File: src/rtl/conv_ctrl.sv
// Control FSM for a 3x3 zero-padded convolution over a p x p pixel RAM image.
// Define CONV_CTRL_TIMEOUT_EN to add a WAIT-state watchdog that raises a sticky err.
module conv_ctrl #(
    parameter int m  = 6,
    parameter int p  = 5,
    parameter int TW = 8
) (
    input  logic         clk,
    input  logic         rst,
    input  logic         start,
    input  logic         ext_wr,
    input  logic [m-1:0] ext_adr,
    input  logic         donemult,
    output logic         load,
    output logic         init0,
    output logic         sh,
    output logic         sel0,
    output logic         selpix,
    output logic         rd_inram,
    output logic         wr_inram,
    output logic [m-1:0] pixadr,
    output logic         startmult,
    output logic         out_valid,
    output logic [m-1:0] out_adr,
    output logic         busy,
    output logic         done,
    output logic         err
);

    localparam logic [m-1:0] ZERO_M = '0;
    localparam logic [m-1:0] ONE_M  = m'(1);
    localparam logic [m-1:0] TWO_M  = m'(2);
    localparam logic [m-1:0] P_M    = m'(p);
    localparam logic [m-1:0] LAST_M = m'(p + 1);

    typedef enum logic [2:0] {
        S_IDLE, S_LOAD, S_CLEAR, S_STREAM, S_MULT, S_WAIT, S_EMIT, S_DONE
    } state_t;

    state_t       state_q, state_d;
    logic [m-1:0] row_q, row_d, col_q, col_d;
    logic [m-1:0] row_nx_s, col_nx_s, pix_adr_s, win_adr_s;
    logic         border_s, win_valid_s, last_s;

    // The stream index k is kept as padded (row, col) so no divider is needed.
    assign border_s    = (row_q == ZERO_M) || (row_q == LAST_M) ||
                         (col_q == ZERO_M) || (col_q == LAST_M);
    assign win_valid_s = (row_q >= TWO_M) && (col_q >= TWO_M);
    assign last_s      = (row_q == LAST_M) && (col_q == LAST_M);
    assign pix_adr_s   = (row_q - ONE_M) * P_M + (col_q - ONE_M);
    assign win_adr_s   = (row_q - TWO_M) * P_M + (col_q - TWO_M);

    // Raster-order successor of the current padded coordinate.
    always_comb begin
        if (col_q == LAST_M) begin
            row_nx_s = row_q + ONE_M;
            col_nx_s = ZERO_M;
        end else begin
            row_nx_s = row_q;
            col_nx_s = col_q + ONE_M;
        end
    end

`ifdef CONV_CTRL_TIMEOUT_EN
    localparam logic [TW-1:0] WDOG_TRIP = {{(TW-1){1'b1}}, 1'b0};

    logic [TW-1:0] wdog_q, wdog_d;
    logic          err_q, err_d;
    logic          wdog_trip_s;

    assign wdog_trip_s = (wdog_q == WDOG_TRIP);
    assign err         = err_q;

    // Watchdog counter and sticky error flag.
    always_ff @(posedge clk) begin
        if (!rst) begin
            wdog_q <= '0;
            err_q  <= 1'b0;
        end else begin
            wdog_q <= wdog_d;
            err_q  <= err_d;
        end
    end
`else
    logic [TW-1:0] unused_wdog_s;

    assign unused_wdog_s = '0;
    assign err           = 1'b0;
`endif

    // State and stream-position registers.
    always_ff @(posedge clk) begin
        if (!rst) begin
            state_q <= S_IDLE;
            row_q   <= ZERO_M;
            col_q   <= ZERO_M;
        end else begin
            state_q <= state_d;
            row_q   <= row_d;
            col_q   <= col_d;
        end
    end

    // Next-state and stream-position update.
    always_comb begin
        state_d = state_q;
        row_d   = row_q;
        col_d   = col_q;
`ifdef CONV_CTRL_TIMEOUT_EN
        wdog_d  = '0;
        err_d   = err_q;
`endif
        case (state_q)
            S_IDLE: begin
                if (start) begin
                    state_d = S_LOAD;
                    row_d   = ZERO_M;
                    col_d   = ZERO_M;
`ifdef CONV_CTRL_TIMEOUT_EN
                    err_d   = 1'b0;
`endif
                end else begin
                    state_d = S_IDLE;
                end
            end
            S_LOAD:  state_d = S_CLEAR;
            S_CLEAR: state_d = S_STREAM;
            S_STREAM: begin
                if (win_valid_s) begin
                    state_d = S_MULT;
                end else begin
                    row_d = row_nx_s;
                    col_d = col_nx_s;
                end
            end
            S_MULT:  state_d = S_WAIT;
            S_WAIT: begin
`ifdef CONV_CTRL_TIMEOUT_EN
                if (donemult) begin
                    state_d = S_EMIT;
                end else if (wdog_trip_s) begin
                    state_d = S_DONE;
                    err_d   = 1'b1;
                end else begin
                    wdog_d  = wdog_q + TW'(1);
                end
`else
                if (donemult) begin
                    state_d = S_EMIT;
                end else begin
                    state_d = S_WAIT;
                end
`endif
            end
            S_EMIT: begin
                if (last_s) begin
                    state_d = S_DONE;
                end else begin
                    state_d = S_STREAM;
                    row_d   = row_nx_s;
                    col_d   = col_nx_s;
                end
            end
            S_DONE:  state_d = S_IDLE;
            default: state_d = S_IDLE;
        endcase
    end

    // Moore output decode; only IDLE forwards the host write port.
    always_comb begin
        load      = 1'b0;
        init0     = 1'b0;
        sh        = 1'b0;
        sel0      = 1'b0;
        selpix    = 1'b0;
        rd_inram  = 1'b0;
        wr_inram  = 1'b0;
        pixadr    = ZERO_M;
        startmult = 1'b0;
        out_valid = 1'b0;
        out_adr   = ZERO_M;
        done      = 1'b0;
        busy      = (state_q != S_IDLE);
        case (state_q)
            S_IDLE: begin
                wr_inram = ext_wr;
                pixadr   = ext_adr;
            end
            S_LOAD:  load  = 1'b1;
            S_CLEAR: init0 = 1'b1;
            S_STREAM: begin
                sh = 1'b1;
                if (border_s) begin
                    sel0 = 1'b1;
                end else begin
                    selpix   = 1'b1;
                    rd_inram = 1'b1;
                    pixadr   = pix_adr_s;
                end
            end
            S_MULT:  startmult = 1'b1;
            S_WAIT:  busy      = 1'b1;
            S_EMIT: begin
                out_valid = 1'b1;
                out_adr   = win_adr_s;
            end
            S_DONE:  done = 1'b1;
            default: busy = 1'b1;
        endcase
    end

endmodule

File: config.mk
export PLATFORM = sky130hd
export DESIGN_NAME = conv_ctrl
export DESIGN_NICKNAME = d
export VERILOG_FILES = /design/src/rtl/conv_ctrl.sv
export SDC_FILE = /design/constraint.sdc
export NUM_CORES = 1
export LEC_CHECK = 0
export ABC_AREA = 1
export CAP_MARGIN = 20
export CORE_ASPECT_RATIO = 0.5
export CORE_MARGIN = 2
export CORE_UTILIZATION = 55
export DETAILED_ROUTE_END_ITERATION = 7
export PLACE_DENSITY = 0.82
export SYNTH_ARGS = -nofsm -noshare
export SYNTH_HDL_FRONTEND = slang
export SYNTH_SLANG_ARGS = --single-unit
File: constraint.sdc
create_clock -name clk -period 5.4 [get_ports clk]
set_clock_uncertainty 0.05 [all_clocks]
set_input_delay 1.62 -clock clk [delete_from_list [all_inputs] [get_ports clk]]
set_output_delay 1.62 -clock clk [all_outputs]
set_load 0.01 [all_outputs]
**Word-level counts from Yosys, hierarchy flattened**

Index checks and enable logic that the tools add are counted.

- Add/subtract/negate cells: 8
- Multipliers: 2
- Div/mod/pow operators: 0
- $lt $le $gt $ge: 2
- Eq/ne operators: 13
- Shift operators: 0
- Mux-type cells: 29
- Bitwise logic cells: 0
- Reduce and logical (&&, ||, !) cells: 11

Operators by type and width:

| operator | count |
|---|---|
| 6-bit 2-to-1 mux | 9 |
| 6-bit one-hot mux with 3 select lines | 2 |
| 3-bit one-hot mux with 8 select lines | 1 |
| 1-bit 2-to-1 mux | 13 |
| 6-bit by 1-bit adder with 6-bit output, second input constant | 2 |
| 6-bit adder | 2 |
| 3-bit == test, second input constant | 4 |
| 6-bit by 3-bit == test with 1-bit output, second input constant | 2 |
| 6-bit by 2-bit greater-or-equal comparator with 1-bit output, second input constant | 2 |
| 6-bit zero test | 2 |
| 6-bit by 3-bit multiplier with 6-bit output, second input constant | 2 |
| 6-bit one-hot mux with 2 select lines | 1 |
| 6-bit by 1-bit subtractor with 6-bit output, second input constant | 2 |
| 6-bit by 2-bit subtractor with 6-bit output, second input constant | 2 |
| 2-bit != test, second input constant | 4 |
| 3-bit by 2-bit == test with 1-bit output, second input constant | 2 |
| 3-bit 2-to-1 mux | 2 |
| 3-bit nonzero test | 2 |
| 4-bit AND reduction | 1 |
| 3-bit by 1-bit == test with 1-bit output, second input constant | 1 |
| 3-bit zero test | 1 |
| 1-bit logical OR | 3 |
| 1-bit logical AND | 2 |
| 2-bit 2-to-1 mux | 1 |

- Flip-flop bits (word level): 15
- Bits in latches: 0
- Bits in writable memories: 0
- ROM bits: 0
- Output and inout bits: 24
- Memories: 0

**Depth between registers and ports, before layout**

- Depth in word-level cells: 6
- Gate-level depth with buffers: 22
- Depth with buffers taken out: 21

**Worst setup path after synthesis**

Ideal clock, no wire load.

- Path type: register -> output
- Start point: register row_q[0]
- End point: output pixadr[5]
- Arrival: 3.224 ns
- Setup slack: 0.506 ns
- Cell stages (with the launch flop): 20
- Path through: dfxtp_1 > clkbuf_1 > inv_1 > ha_1 > nand2_1 > xor2_1 > fa_1 > fa_1 > ha_1 > nand2_1 > nand2_1 > nor2_1 > inv_1 > nand2_1 > nand2_1 > inv_1 > nand2_1 > nand2_1 > nand2_1 > nand2_1

- Word-level cells in the longest chain between the ends: 6
- Elaborated cells between the ends (all ways): 10

Ends and longest elaborated chain:

| element | RTL line | source |
|---|---|---|
| start: declaration | 41 | `logic [m-1:0] row_q, row_d, col_q, col_d;` |
| start signal: assignment | 99 | `row_q <= row_d;` |
| parallel branches: the longest is 4 deep, another holds 6-bit by 1-bit subtractor with 6-bit output | -- |  |
| 6-bit 2-to-1 mux (*) | 193 | `if (border_s) begin` |
| 6-bit one-hot mux with 2 select lines (*) | 184 | `case (state_q)` |
| end: declaration | 21 | `output logic [m-1:0] pixadr,` |

Every way passes the cells marked *.

**Final worst setup path**

- Start point: register row_q[1]
- End point: output pixadr[4]

Same word-level chain as after synthesis.

==> results.md <==
- First-pass GRT wire length: 9.632 mm
- Placed instance area: 2586 sq um
- Final WL: 5.695 mm
- Pin count of the biggest net entering global routing: 13
- Asr flop ratio synth: 0%
- DIE HEIGHT: 48.77 um
- Worst VDD drop: 242.2 uV
- Crit. End Element: output pin
- CP Capture Point: pixadr[4]
- Stages on worst setup path: 13
- Clock latency on the worst-skew pair: 0.25 ns
- Cell area after synthesis: 2205 sq um
- Area leader, netlist: nand2_1
- Nets: 431
- Register area: 305.3 sq um
- Final Instance Area: 2680 sq um
- Top cell type's share of synthesized area: 18.22%
- # fillers: 328
- First-pass detailed-route iteration total: 4
- R2R cell count: 8
- Via count: 2,296
- Initial DRC count: 103
- Critical hold path startpoint: col_q[3]$_SDFFE_PN0P_
- Most common cell type on the critical path: nand2_1
- I/O Buffers: 33
- Area of the multi-input gates: 1639 sq um
- Layout cell share with drive strength beyond 1: 11.34%
- Hold Buf Count CTS: 0
- Post-synthesis sequential area ratio: 13.62%
- Setup CP Type: reg2out
- Top post-synthesis cells by count: nand2_1, inv_1, nand3_1, nor2_1, ha_1
- Count leader, synth: nand2_1
- Comb power frac: 84.0%
- Hold WC Path Type: reg2reg
- Outcome: completed
- Crit path time final: 5.074 ns
- Pwr/cell area: 585.0 nW/um^2
- CP peak stage delay: 0.54 ns
- Synthesized net count: 397
- R2r setup slk: 3.28 ns
- Netlist cell types: 29
- Wire length per cell: 12.88 um
- Critical-path top delay cell: clkdlybuf4s50_1
- Final ANT Viol Nets: 0
- Diode count: 0
- P&R area growth vs syn: 21.57%
- Vias in the first global route: 2,082
- CP top delay family: adder cells
- Top_reg_cell synth: dfxtp_1
- Worst Path Buf+Inv: 3
- Drt drc: 0
- Synth warn: 0
- Gpl congestion: 0.9529
- Cell Int Power: 0.0007394 W
- CTS tree: yes
- Clock Tree Buf Depth: 2
- Achievable Freq: 0.1971 GHz
- Clock group share of total power: 6.1%
- Max-cap violations: 0
- Setup_tns: 0 ns
- Top cells by area, synth: nand2_1, dfxtp_1, ha_1, fa_1, inv_1
- Syn_area_per_cell: 6.210 sq um
- Row cnt: 16
- CP Cell Sequence: clkinv_4 -> ha_1 -> xnor2_1 -> xnor2_1 -> fa_1 -> inv_1 -> ha_1 -> a21oi_1 -> nand2_1 -> xor2_1 -> nand2_1 -> nand2_1 -> clkdlybuf4s50_1
- R2R Path Start: col_q[0]$_SDFFE_PN0P_
- CTS HTree Levels: 1
- Boundary pin count: 35
- EDFF count, synth: 0
- Post-Synth XOR/XNOR Area: 7.151%
- Dpl hpwl: 4.471 mm
- Root Buffer Master: clkbuf_8
- Die width: 93.54 um
- Number of CTS-inserted buffers: 3
- Post-Synthesis Cells: 355
- Final setup violation count: 0
- Die area: 4562 sq um
- Fin. max-slew vios: 0
- GR Overflow Total: 0
- Register share of total power: 9.9%
- Post-route clock period utilization: 93.96%
- Unrepaired setup endpoints after global routing: false
- Initial Utilization: 57.06%
- Lkg Pwr: 1.384 nW
- Worst EP required: 3.73 ns
- Crit-path max FO: 12
- Core area: 3864 sq um
- Synth Area in Adders: 21.00%
- Switching Power: 0.0008283 W
- Simple-gate area share of the yosys netlist: 39.39%
- GRT Util Overall: 26.39%
- Seq cells post-synth: 15
- Antenna violations before repair: 0
- Largest family of logic cells by synthesized area: simple AND/OR/NAND/NOR gates
- CTS clock-pin slew for the worst setup and hold paths: 0.07 ns
- Synth Area in Compound Gates: 5.165%
- Post-synthesis mux area share: 0%
- Vias per cell: 5.195
- Clock tree sinks: 15
- Sw Share: 52.84%
- Startpoint types: flip-flop
- Critical path launch point: row_q[1]$_SDFFE_PN0P_
- Hold Vio Cnt, Final: 0
- Arr. time, crit path: 3.40 ns
- R2r endpoint: col_q[1]$_SDFFE_PN0P_
==> sequential cells by signal (all words and copies together), names as in the netlist <==
name     cells
state_q      3
col_q        6
row_q        6
==> per-stage QoR <==
stage	worst slack, ns	utilization [%]	cells	hold slack [ns]	total power, W
after floorplan	0.5057	-	355	0.4404	0.001152
after global placement	0.2925	66.94	438	0.4791	0.001377
after detailed placement	0.2203	66.94	438	0.4905	0.001418
after CTS	0.001947	68.23	442	0.4984	0.001517
after global routing	0.1377	69.37	442	0.5171	0.001793
final	0.3263	69.37	442	0.5093	0.001568
==> tightest hold or removal path, stage by stage (launching register included) <==
cell and delay [ns]:
dfxtp_1 0.37, nand2_1 0.09, a21oi_1 0.06
==> per-layer routing <==
metal	routed length [um]	global-route usage, %	share of wire (%)	up-vias
li1	-	-	-	1159
met1	2715	38.35	48	1048
met2	2568	44.24	45	78
met3	342	1.391	6.0	11
met4	68	5.072	1.2	0
met5	0	0	0	-
==> cell usage in the layout, fill, tap and decap left out, types with 2 or more instances in the layout <==
| master | Yosys | layout |
|---|---|---|
| clkbuf_8 | 0 | 3 |
| nand4_1 | 9 | 9 |
| nand2_1 | 107 | 106 |
| xnor2_1 | 8 | 8 |
| nor3_1 | 4 | 4 |
| fa_1 | 10 | 10 |
| nand3_1 | 32 | 31 |
| nor2_4 | 2 | 2 |
| dfxtp_1 | 15 | 13 |
| xor2_1 | 10 | 9 |
| nand3_2 | 2 | 3 |
| a21oi_1 | 14 | 14 |
| ha_2 | 0 | 2 |
| dlymetal6s2s_1 | 0 | 2 |
| nor2_2 | 5 | 5 |
| nor2_1 | 29 | 29 |
| o21ai_0 | 4 | 4 |
| inv_1 | 53 | 51 |
| inv_2 | 10 | 11 |
| clkdlybuf4s50_1 | 0 | 31 |
| buf_4 | 3 | 6 |
| nand2_2 | 2 | 3 |
| o21ai_1 | 2 | 2 |
| ha_1 | 21 | 18 |
==> cell families after synthesis <==
| kind of cell | Yosys count |
|---|---|
| AND/OR/NAND/NOR | 195 |
| buffers and inverters | 73 |
| adder cells (fa/ha/maj) | 31 |
| AO/OA/AOI/OAI | 22 |
| XOR/XNOR | 18 |
| flip-flops | 15 |
| other | 1 |
==> power by group through the flow <==
stage	combinational (W)	clock, W	sequential (W)
3_3_place_gp	0.00122	0	0.000155
4_1_cts	0.00127	0.0000956	0.000155
6_report	0.00132	0.0000950	0.000156
5_1_grt	0.00153	0.000101	0.000158
2_1_floorplan	0.00100	0	0.000152
3_5_place_dp	0.00126	0	0.000156
==> how the worst min path moves through the flow <==
stage,endpoint,slack (ns),cells past startpoint
after floorplan,col_q[5]$_SDFFE_PN0P_,0.44,2
after global placement,col_q[3]$_SDFFE_PN0P_,0.48,2
after detailed placement,col_q[3]$_SDFFE_PN0P_,0.49,2
after CTS,col_q[3]$_SDFFE_PN0P_,0.50,2
after global routing,col_q[3]$_SDFFE_PN0P_,0.52,2
final,col_q[3]$_SDFFE_PN0P_,0.51,2
==> cell type report <==
type	instances	area share, %
multi-input combinational	267	61.16
timing repair buffer	39	14.19
sequential	15	11.39
inverter	63	9.010
tap	54	2.521
clock buffer	3	1.541
clock inverter	1	0.1867
==> timing repair <==
item | CTS | global route
resized for setup | 3 | 12
pin swaps | 0 | 2
setup endpoints to repair | 2 | 2
buffers inserted | 0 | 0
(Power assumes the default switching activity.)
